## config.mk

```make
export PLATFORM = sky130hd
export DESIGN_NAME = nav_msg_gen
export DESIGN_NICKNAME = d
export VERILOG_FILES = /design/src/rtl/nav_msg_gen.sv
export SDC_FILE = /design/constraint.sdc
export NUM_CORES = 1
export LEC_CHECK = 0
export ABC_AREA = 1
export CORE_MARGIN = 5
export CORE_UTILIZATION = 55
export CTS_CLUSTER_SIZE = 12
export DETAILED_ROUTE_END_ITERATION = 10
export DONT_BUFFER_PORTS = 1
export PLACE_DENSITY_LB_ADDON = 0.2
export SYNTH_ARGS = -nofsm -noshare
export SYNTH_HDL_FRONTEND = slang
export SYNTH_SLANG_ARGS = --single-unit
```

## constraint.sdc

```tcl
create_clock -name clk_in -period 3.7 [get_ports clk_in]
set_input_delay 0.37 -clock clk_in [delete_from_list [all_inputs] [get_ports clk_in]]
set_output_delay 0.37 -clock clk_in [all_outputs]
set_load 0.01 [all_outputs]
```

## src/rtl/nav_msg_gen.sv

```systemverilog
// Navigation data bit generator for the GPS L1 C/A signal generator core.
// Emits one data bit every EPOCHS_PER_BIT C/A epochs. In preset mode it builds
// subframes (TLM, HOW with running TOW and subframe ID, zero payload) with
// full word parity; otherwise it re-times the synchronised external pin bit.
// Ports:
//   clk_in / rst_in_n       clock, synchronous active-low reset
//   ena_in                  enable; low forces IDLE and clears framing
//   epoch_in                1-cycle C/A epoch pulse
//   preset_in               1 = internal subframes, 0 = pass ext_msg_in
//   ext_msg_in              asynchronous external data bit
//   tlm_in, tow_init_in     TLM field, initial TOW count
//   msg_out                 data bit to core
//   bit_strobe_out          pulse on every msg_out update
//   subframe_start_out      pulse on the first bit of each subframe
//   tow_out                 TOW count of the current subframe
module nav_msg_gen #(
  parameter int unsigned EPOCHS_PER_BIT = 20,
  parameter int unsigned TOW_MAX        = 100799
) (
  input  logic        clk_in,
  input  logic        rst_in_n,
  input  logic        ena_in,
  input  logic        epoch_in,
  input  logic        preset_in,
  input  logic        ext_msg_in,
  input  logic [13:0] tlm_in,
  input  logic [16:0] tow_init_in,
  output logic        msg_out,
  output logic        bit_strobe_out,
  output logic        subframe_start_out,
  output logic [16:0] tow_out
);

  localparam int unsigned     EpochW    = $clog2(EPOCHS_PER_BIT);
  localparam logic [EpochW-1:0] EpochLast = EpochW'(EPOCHS_PER_BIT - 1);
  localparam logic [16:0]     TowLast   = 17'(TOW_MAX);
  localparam logic [7:0]      Preamble  = 8'b1000_1011;

  typedef enum logic [1:0] {StIdle, StArm, StRun} state_e;

  state_e              state_q, state_d;
  logic [EpochW-1:0]   epoch_cnt_q, epoch_cnt_d;
  logic [4:0]          bit_cnt_q, bit_cnt_d;
  logic [3:0]          word_cnt_q, word_cnt_d;
  logic [2:0]          sf_id_q, sf_id_d;
  logic [16:0]         tow_q, tow_d;
  logic [16:0]         tow_out_q, tow_out_d;
  logic                d29_q, d29_d, d30_q, d30_d;
  logic [29:0]         sr_q, sr_d;
  logic                msg_q, msg_d;
  logic                strobe_q, strobe_d;
  logic                sf_start_q, sf_start_d;
  logic                ext_meta_q, ext_sync_q;

  logic [3:0]          word_sel;
  logic [23:0]         word_data;
  logic [29:0]         word_tx;
  logic [16:0]         tow_inc;
  logic [2:0]          sf_id_inc;
  logic                load, shift, tx_bit;

  // D25..D30 from the data bits and the previous word's D29*/D30*.
  function automatic logic [5:0] gps_parity(input logic [23:0] data, input logic p29,
                                            input logic p30);
    logic [24:1] d;
    logic [5:0]  p;
    for (int i = 1; i <= 24; i++) d[i] = data[24-i];  // d[i] is Di, D1 = MSB
    p[5] = p29 ^ d[1] ^ d[2] ^ d[3] ^ d[5] ^ d[6] ^ d[10] ^ d[11] ^ d[12] ^ d[13] ^ d[14]
         ^ d[17] ^ d[18] ^ d[20] ^ d[23];
    p[4] = p30 ^ d[2] ^ d[3] ^ d[4] ^ d[6] ^ d[7] ^ d[11] ^ d[12] ^ d[13] ^ d[14] ^ d[15]
         ^ d[18] ^ d[19] ^ d[21] ^ d[24];
    p[3] = p29 ^ d[1] ^ d[3] ^ d[4] ^ d[5] ^ d[7] ^ d[8] ^ d[12] ^ d[13] ^ d[14] ^ d[15]
         ^ d[16] ^ d[19] ^ d[20] ^ d[22];
    p[2] = p30 ^ d[2] ^ d[4] ^ d[5] ^ d[6] ^ d[8] ^ d[9] ^ d[13] ^ d[14] ^ d[15] ^ d[16]
         ^ d[17] ^ d[20] ^ d[21] ^ d[23];
    p[1] = p30 ^ d[1] ^ d[3] ^ d[5] ^ d[6] ^ d[7] ^ d[9] ^ d[10] ^ d[14] ^ d[15] ^ d[16]
         ^ d[17] ^ d[18] ^ d[21] ^ d[22] ^ d[24];
    p[0] = p29 ^ d[3] ^ d[5] ^ d[6] ^ d[8] ^ d[9] ^ d[10] ^ d[11] ^ d[13] ^ d[15] ^ d[19]
         ^ d[22] ^ d[23] ^ d[24];
    return p;
  endfunction

  assign tow_inc   = (tow_q == TowLast) ? 17'd0 : tow_q + 17'd1;
  assign sf_id_inc = (sf_id_q == 3'd5) ? 3'd1 : sf_id_q + 3'd1;

  // Next word to load: word 1 from ARM or after word 10, else the following word.
  // tow_q/sf_id_q already hold the new subframe's values when its HOW is loaded.
  always_comb begin
    word_sel = 4'd0;
    if (state_q == StRun && word_cnt_q != 4'd9) word_sel = word_cnt_q + 4'd1;
    word_data = 24'd0;
    if (word_sel == 4'd0) begin
      word_data = {Preamble, tlm_in, 2'b00};
    end else if (word_sel == 4'd1) begin
      word_data = {tow_q, 2'b00, sf_id_q, 2'b00};
    end
    word_tx = {word_data ^ {24{d30_q}}, gps_parity(word_data, d29_q, d30_q)};
  end

  always_comb begin
    state_d     = state_q;
    epoch_cnt_d = epoch_cnt_q;
    bit_cnt_d   = bit_cnt_q;
    word_cnt_d  = word_cnt_q;
    sf_id_d     = sf_id_q;
    tow_d       = tow_q;
    tow_out_d   = tow_out_q;
    d29_d       = d29_q;
    d30_d       = d30_q;
    sr_d        = sr_q;
    msg_d       = msg_q;
    strobe_d    = 1'b0;
    sf_start_d  = 1'b0;
    load        = 1'b0;
    shift       = 1'b0;
    tx_bit      = 1'b0;

    if (!ena_in) begin
      // Disable wins over a coincident epoch; msg_out and tow_out keep their values.
      state_d     = StIdle;
      epoch_cnt_d = '0;
      bit_cnt_d   = 5'd0;
      word_cnt_d  = 4'd0;
      sf_id_d     = 3'd1;
      d29_d       = 1'b0;
      d30_d       = 1'b0;
    end else begin
      unique case (state_q)
        StIdle: begin
          tow_d   = tow_init_in;
          state_d = StArm;
        end
        StArm: begin
          if (epoch_in) begin
            state_d     = StRun;
            epoch_cnt_d = '0;
            bit_cnt_d   = 5'd0;
            word_cnt_d  = 4'd0;
            load        = 1'b1;
            sf_start_d  = 1'b1;
            tow_out_d   = tow_q;
          end
        end
        StRun: begin
          if (epoch_in) begin
            if (epoch_cnt_q == EpochLast) begin
              epoch_cnt_d = '0;
              if (bit_cnt_q == 5'd29) begin
                bit_cnt_d  = 5'd0;
                word_cnt_d = word_sel;
                load       = 1'b1;
                if (word_cnt_q == 4'd9) begin
                  sf_start_d = 1'b1;
                  sf_id_d    = sf_id_inc;
                  tow_d      = tow_inc;
                  tow_out_d  = tow_inc;
                end
              end else begin
                bit_cnt_d = bit_cnt_q + 5'd1;
                shift     = 1'b1;
              end
            end else begin
              epoch_cnt_d = epoch_cnt_q + 1'b1;
            end
          end
        end
        default: state_d = StIdle;
      endcase
    end

    if (load) begin
      tx_bit = word_tx[29];
      sr_d   = {word_tx[28:0], 1'b0};
      d29_d  = word_tx[1];
      d30_d  = word_tx[0];
    end else if (shift) begin
      tx_bit = sr_q[29];
      sr_d   = {sr_q[28:0], 1'b0};
    end

    // Framing runs regardless of preset_in so switching modes keeps bit alignment.
    if (load || shift) begin
      msg_d    = preset_in ? tx_bit : ext_sync_q;
      strobe_d = 1'b1;
    end
  end

  always_ff @(posedge clk_in) begin
    if (!rst_in_n) begin
      state_q     <= StIdle;
      epoch_cnt_q <= '0;
      bit_cnt_q   <= 5'd0;
      word_cnt_q  <= 4'd0;
      sf_id_q     <= 3'd1;
      tow_q       <= 17'd0;
      tow_out_q   <= 17'd0;
      d29_q       <= 1'b0;
      d30_q       <= 1'b0;
      sr_q        <= 30'd0;
      msg_q       <= 1'b0;
      strobe_q    <= 1'b0;
      sf_start_q  <= 1'b0;
      ext_meta_q  <= 1'b0;
      ext_sync_q  <= 1'b0;
    end else begin
      state_q     <= state_d;
      epoch_cnt_q <= epoch_cnt_d;
      bit_cnt_q   <= bit_cnt_d;
      word_cnt_q  <= word_cnt_d;
      sf_id_q     <= sf_id_d;
      tow_q       <= tow_d;
      tow_out_q   <= tow_out_d;
      d29_q       <= d29_d;
      d30_q       <= d30_d;
      sr_q        <= sr_d;
      msg_q       <= msg_d;
      strobe_q    <= strobe_d;
      sf_start_q  <= sf_start_d;
      ext_meta_q  <= ext_msg_in;
      ext_sync_q  <= ext_meta_q;
    end
  end

  assign msg_out            = msg_q;
  assign bit_strobe_out     = strobe_q;
  assign subframe_start_out = sf_start_q;
  assign tow_out            = tow_out_q;

endmodule

```

==> flow_metrics.env <==
export IMPL_initial_core_util=0.561
export IMPL_power_leakage_nw=2.59
export IMPL_cp_required_ns=3.93
export IMPL_grt_pass1_vias=5461
export IMPL_outcome="finished, final reports clean"
export IMPL_clock_sinks=89
export IMPL_synth_distinct_cells=45
export IMPL_via_per_inst=5.82
export IMPL_grt_pass1_wl_um=27000
export IMPL_tns_ns=0
export IMPL_synth_edf_count=0
export IMPL_clkTransAtPathRegs_ns=0.09
export IMPL_worst_slew_pin_slew_ns=0.975
export IMPL_cts_htree_levels=3
export IMPL_relSlewSlack=0.350
export IMPL_cp_max_fo=13
export IMPL_async_reset_ff_frac=0
export IMPL_hold_path_class="in -> reg"
export IMPL_cts_max_path_buffers=2
export IMPL_nNetsFinal=914
export IMPL_place_congestion=0.986
export IMPL_wl_um=16500
export IMPL_synthMuxAreaShare=0
export IMPL_postSynthAreaPerCell_um2=6.53
export IMPL_hold_viol_final=0
export IMPL_via_count=5863
export IMPL_critical_path_class="reg -> reg"
export IMPL_drt_first_pass_iters=8
export IMPL_rows=37
export IMPL_seq_area_um2=1780
export IMPL_final_cell_area_um2=6010
export IMPL_synth_compound_area_share=0.208
export IMPL_synth_nets=929
export IMPL_power_density_nw_per_um2=331
export IMPL_layout_commonest_cell="nand2_1"
export IMPL_clock_latency_ns=0.38
export IMPL_synth_xor_area_frac=0.0360
export IMPL_die_w_um=112
export IMPL_core_area_um2=10300
export IMPL_final_cell_mix="nand2_1, inv_1, dfxtp_1, a21oi_1, nand3_1"
export IMPL_grt_usage=0.262
export IMPL_die_area_um2=12600
export IMPL_area_growth_pct=4.23
export IMPL_synthesis_area_um2=5760
export IMPL_critPathLaunchType="register"
export IMPL_drv_cap=0
export IMPL_cts_root_buf="clkbuf_8"
export IMPL_rsz0062_at_grt="false"
export IMPL_postPlaceCellArea_um2=5830
export IMPL_antenna_found_initial=0
export IMPL_synthAdderAreaFrac=0.0195
export IMPL_cts_hold_buf=0
export IMPL_synth_top_family_by_area="simple AND/OR/NAND/NOR gates"
export IMPL_clock_fmax_ghz=0.324
export IMPL_setup_violations_final=0
export IMPL_fin_crit_ns=3.08
export IMPL_cts_tree="built"
export IMPL_syn_inst=883
export IMPL_fp_dieH_um=112
export IMPL_post_cts_setup_buffers=0
export IMPL_cts_buffers=9
export IMPL_vdd_ir_drop_worst_mv=0.267
export IMPL_drc_errors=0
export IMPL_port_buffers=0
export IMPL_place_ws_ns=0.681
export IMPL_post_route_period_util=0.833
export IMPL_ys_seq_area_frac=0.309
export IMPL_antenna_cells=0
export IMPL_cts_resized_gates=0
export IMPL_synth_simple_area_share=0.325
export IMPL_drive_gt1_frac=0.0757
export IMPL_wl_per_cell_um=16.4
export IMPL_synth_seq_cells=89
export IMPL_grt_overflow_total=0
export IMPL_io_pin_count=57
export IMPL_skew_ns=0.0125
export IMPL_grt_max_degree=38
export IMPL_synth_flop_cell="dfxtp_1"
export IMPL_multi_input_area_um2=3390
export IMPL_fillers=1016
export IMPL_cp_end_kind="register"
export IMPL_timing_final_ws_setup_ns=0.618
export IMPL_cp_arrival_ns=3.32
export IMPL_dp_hpwl_um=12500
export IMPL_drt_iter0_markers=434
export IMPL_maxSlewViolCount=0
export IMPL_yosys_warnings=0
export IMPL_postRouteAntennaNets=0
-- worst max-delay path, stage by stage, from the launching register on --
cell and delay (ns):
dfxtp_1 0.32, inv_1 0.09, ha_1 0.24, buf_4 0.25, nand3_4 0.12, nor2_4 0.29, inv_2 0.08, nor2_4 0.31
nand2_1 0.28, nand3_1 0.17, nand2_1 0.06, nand2_1 0.06, nand2_1 0.11, inv_1 0.11, nand2_1 0.06, nand2_1 0.08
inv_1 0.05, nand2_1 0.06, nand3_1 0.06, nand2_1 0.08, a21oi_1 0.06
-- area by class of cell --
cell class | count | share of cell area
multi-input cells | 645 | 0.565
repair buffers | 5 | 0.00625
flip-flops and latches | 89 | 0.297
well taps | 136 | 0.0283
clock buffers | 13 | 0.0281
inverters | 118 | 0.0737
clock inverters | 2 | 0.00208
-- worst paths after layout --
kind | start | endpoint | slack (ns) | depth (start not counted)
setup / recovery | state_q[0] | sr_q[3] | 0.62 | 20
hold / removal | ext_msg_in | ext_meta_q | 0.09 | 2
setup reg to reg | state_q[0] | sr_q[3] | 0.62 | 20
hold reg to reg | ext_meta_q | ext_sync_q | 0.42 | 2
-- sequential cells by signal (all words and copies together) (netlist names) --
register            count
tow_q                  17
tow_out                17
ext_sync_q              1
ext_meta_q              1
epoch_cnt_q             5
sf_id_q                 3
subframe_start_out      1
word_cnt_q              4
bit_strobe_out          1
msg_out                 1
d29_q                   1
bit_cnt_q               5
state_q                 2
d30_q                   1
sr_q                   29
-- kinds of logic (layout without fill, tap and decap cells) --
logic type	count (synthesis)	count (layout)
adders and majority gates	9	9
DFF	89	89
xor gates and xnor gates	22	22
AOI/OAI and AO/OA	205	205
and+or+nand+nor	409	409
buffers and inverters	149	138
-- cells in the mapped netlist, types with 2 or more instances --
cell	count	share of area
a21oi_1	88	0.076
nand2_1	229	0.15
nand2_2	11	0.012
nor3_1	10	0.0087
clkbuf_1	22	0.014
buf_4	2	0.0026
nand2_4	4	0.0078
dfxtp_1	89	0.31
a31oi_1	4	0.0043
nand3_1	69	0.060
nand3_2	3	0.0052
o21ai_0	63	0.055
nor4_1	2	0.0022
clkinv_1	2	0.0013
ha_1	9	0.020
nor2_2	4	0.0043
nand4_2	2	0.0043
nand3_4	2	0.0061
o211ai_1	5	0.0065
o221ai_1	4	0.0061
nand3b_1	2	0.0026
xnor2_1	5	0.0076
buf_2	4	0.0035
o22ai_1	16	0.017
buf_6	2	0.0039
a211oi_1	3	0.0039
a221oi_1	14	0.021
nor2_4	4	0.0078
xor2_1	15	0.023
xor2_2	2	0.0056
nor3b_1	2	0.0026
inv_1	106	0.069
inv_2	10	0.0065
nand4_1	23	0.025
nor2_1	41	0.027
-- metrics by stage --
step	power, mW	util	hold slack (ns)	instances
finish	1.99	0.585	0.0904	1008
global route	2.09	0.585	0.0865	1008
CTS	1.99	0.585	0.0766	1008
detailed placement	1.36	0.567	0.400	993
global placement	1.35	0.567	0.392	993
floorplan	1.29	-	0.390	883
-- where the power goes --
group	internal, mW	switching (mW)	leakage (nW)
registers	0.987	0.0444	0.723
logic	0.102	0.211	1.77
clock network	0.295	0.348	0.0915
total	1.38	0.603	2.59
-- routing by layer --
layer,up-vias,wire [um],GRT usage,part of all wire
li1,2913,-,-,-
met1,2690,7010,0.334,0.42
met2,215,7500,0.426,0.45
met3,45,1360,0.0631,0.082
met4,0,630,0.111,0.038
met5,-,0,0,0
(Power assumes the default switching activity.)
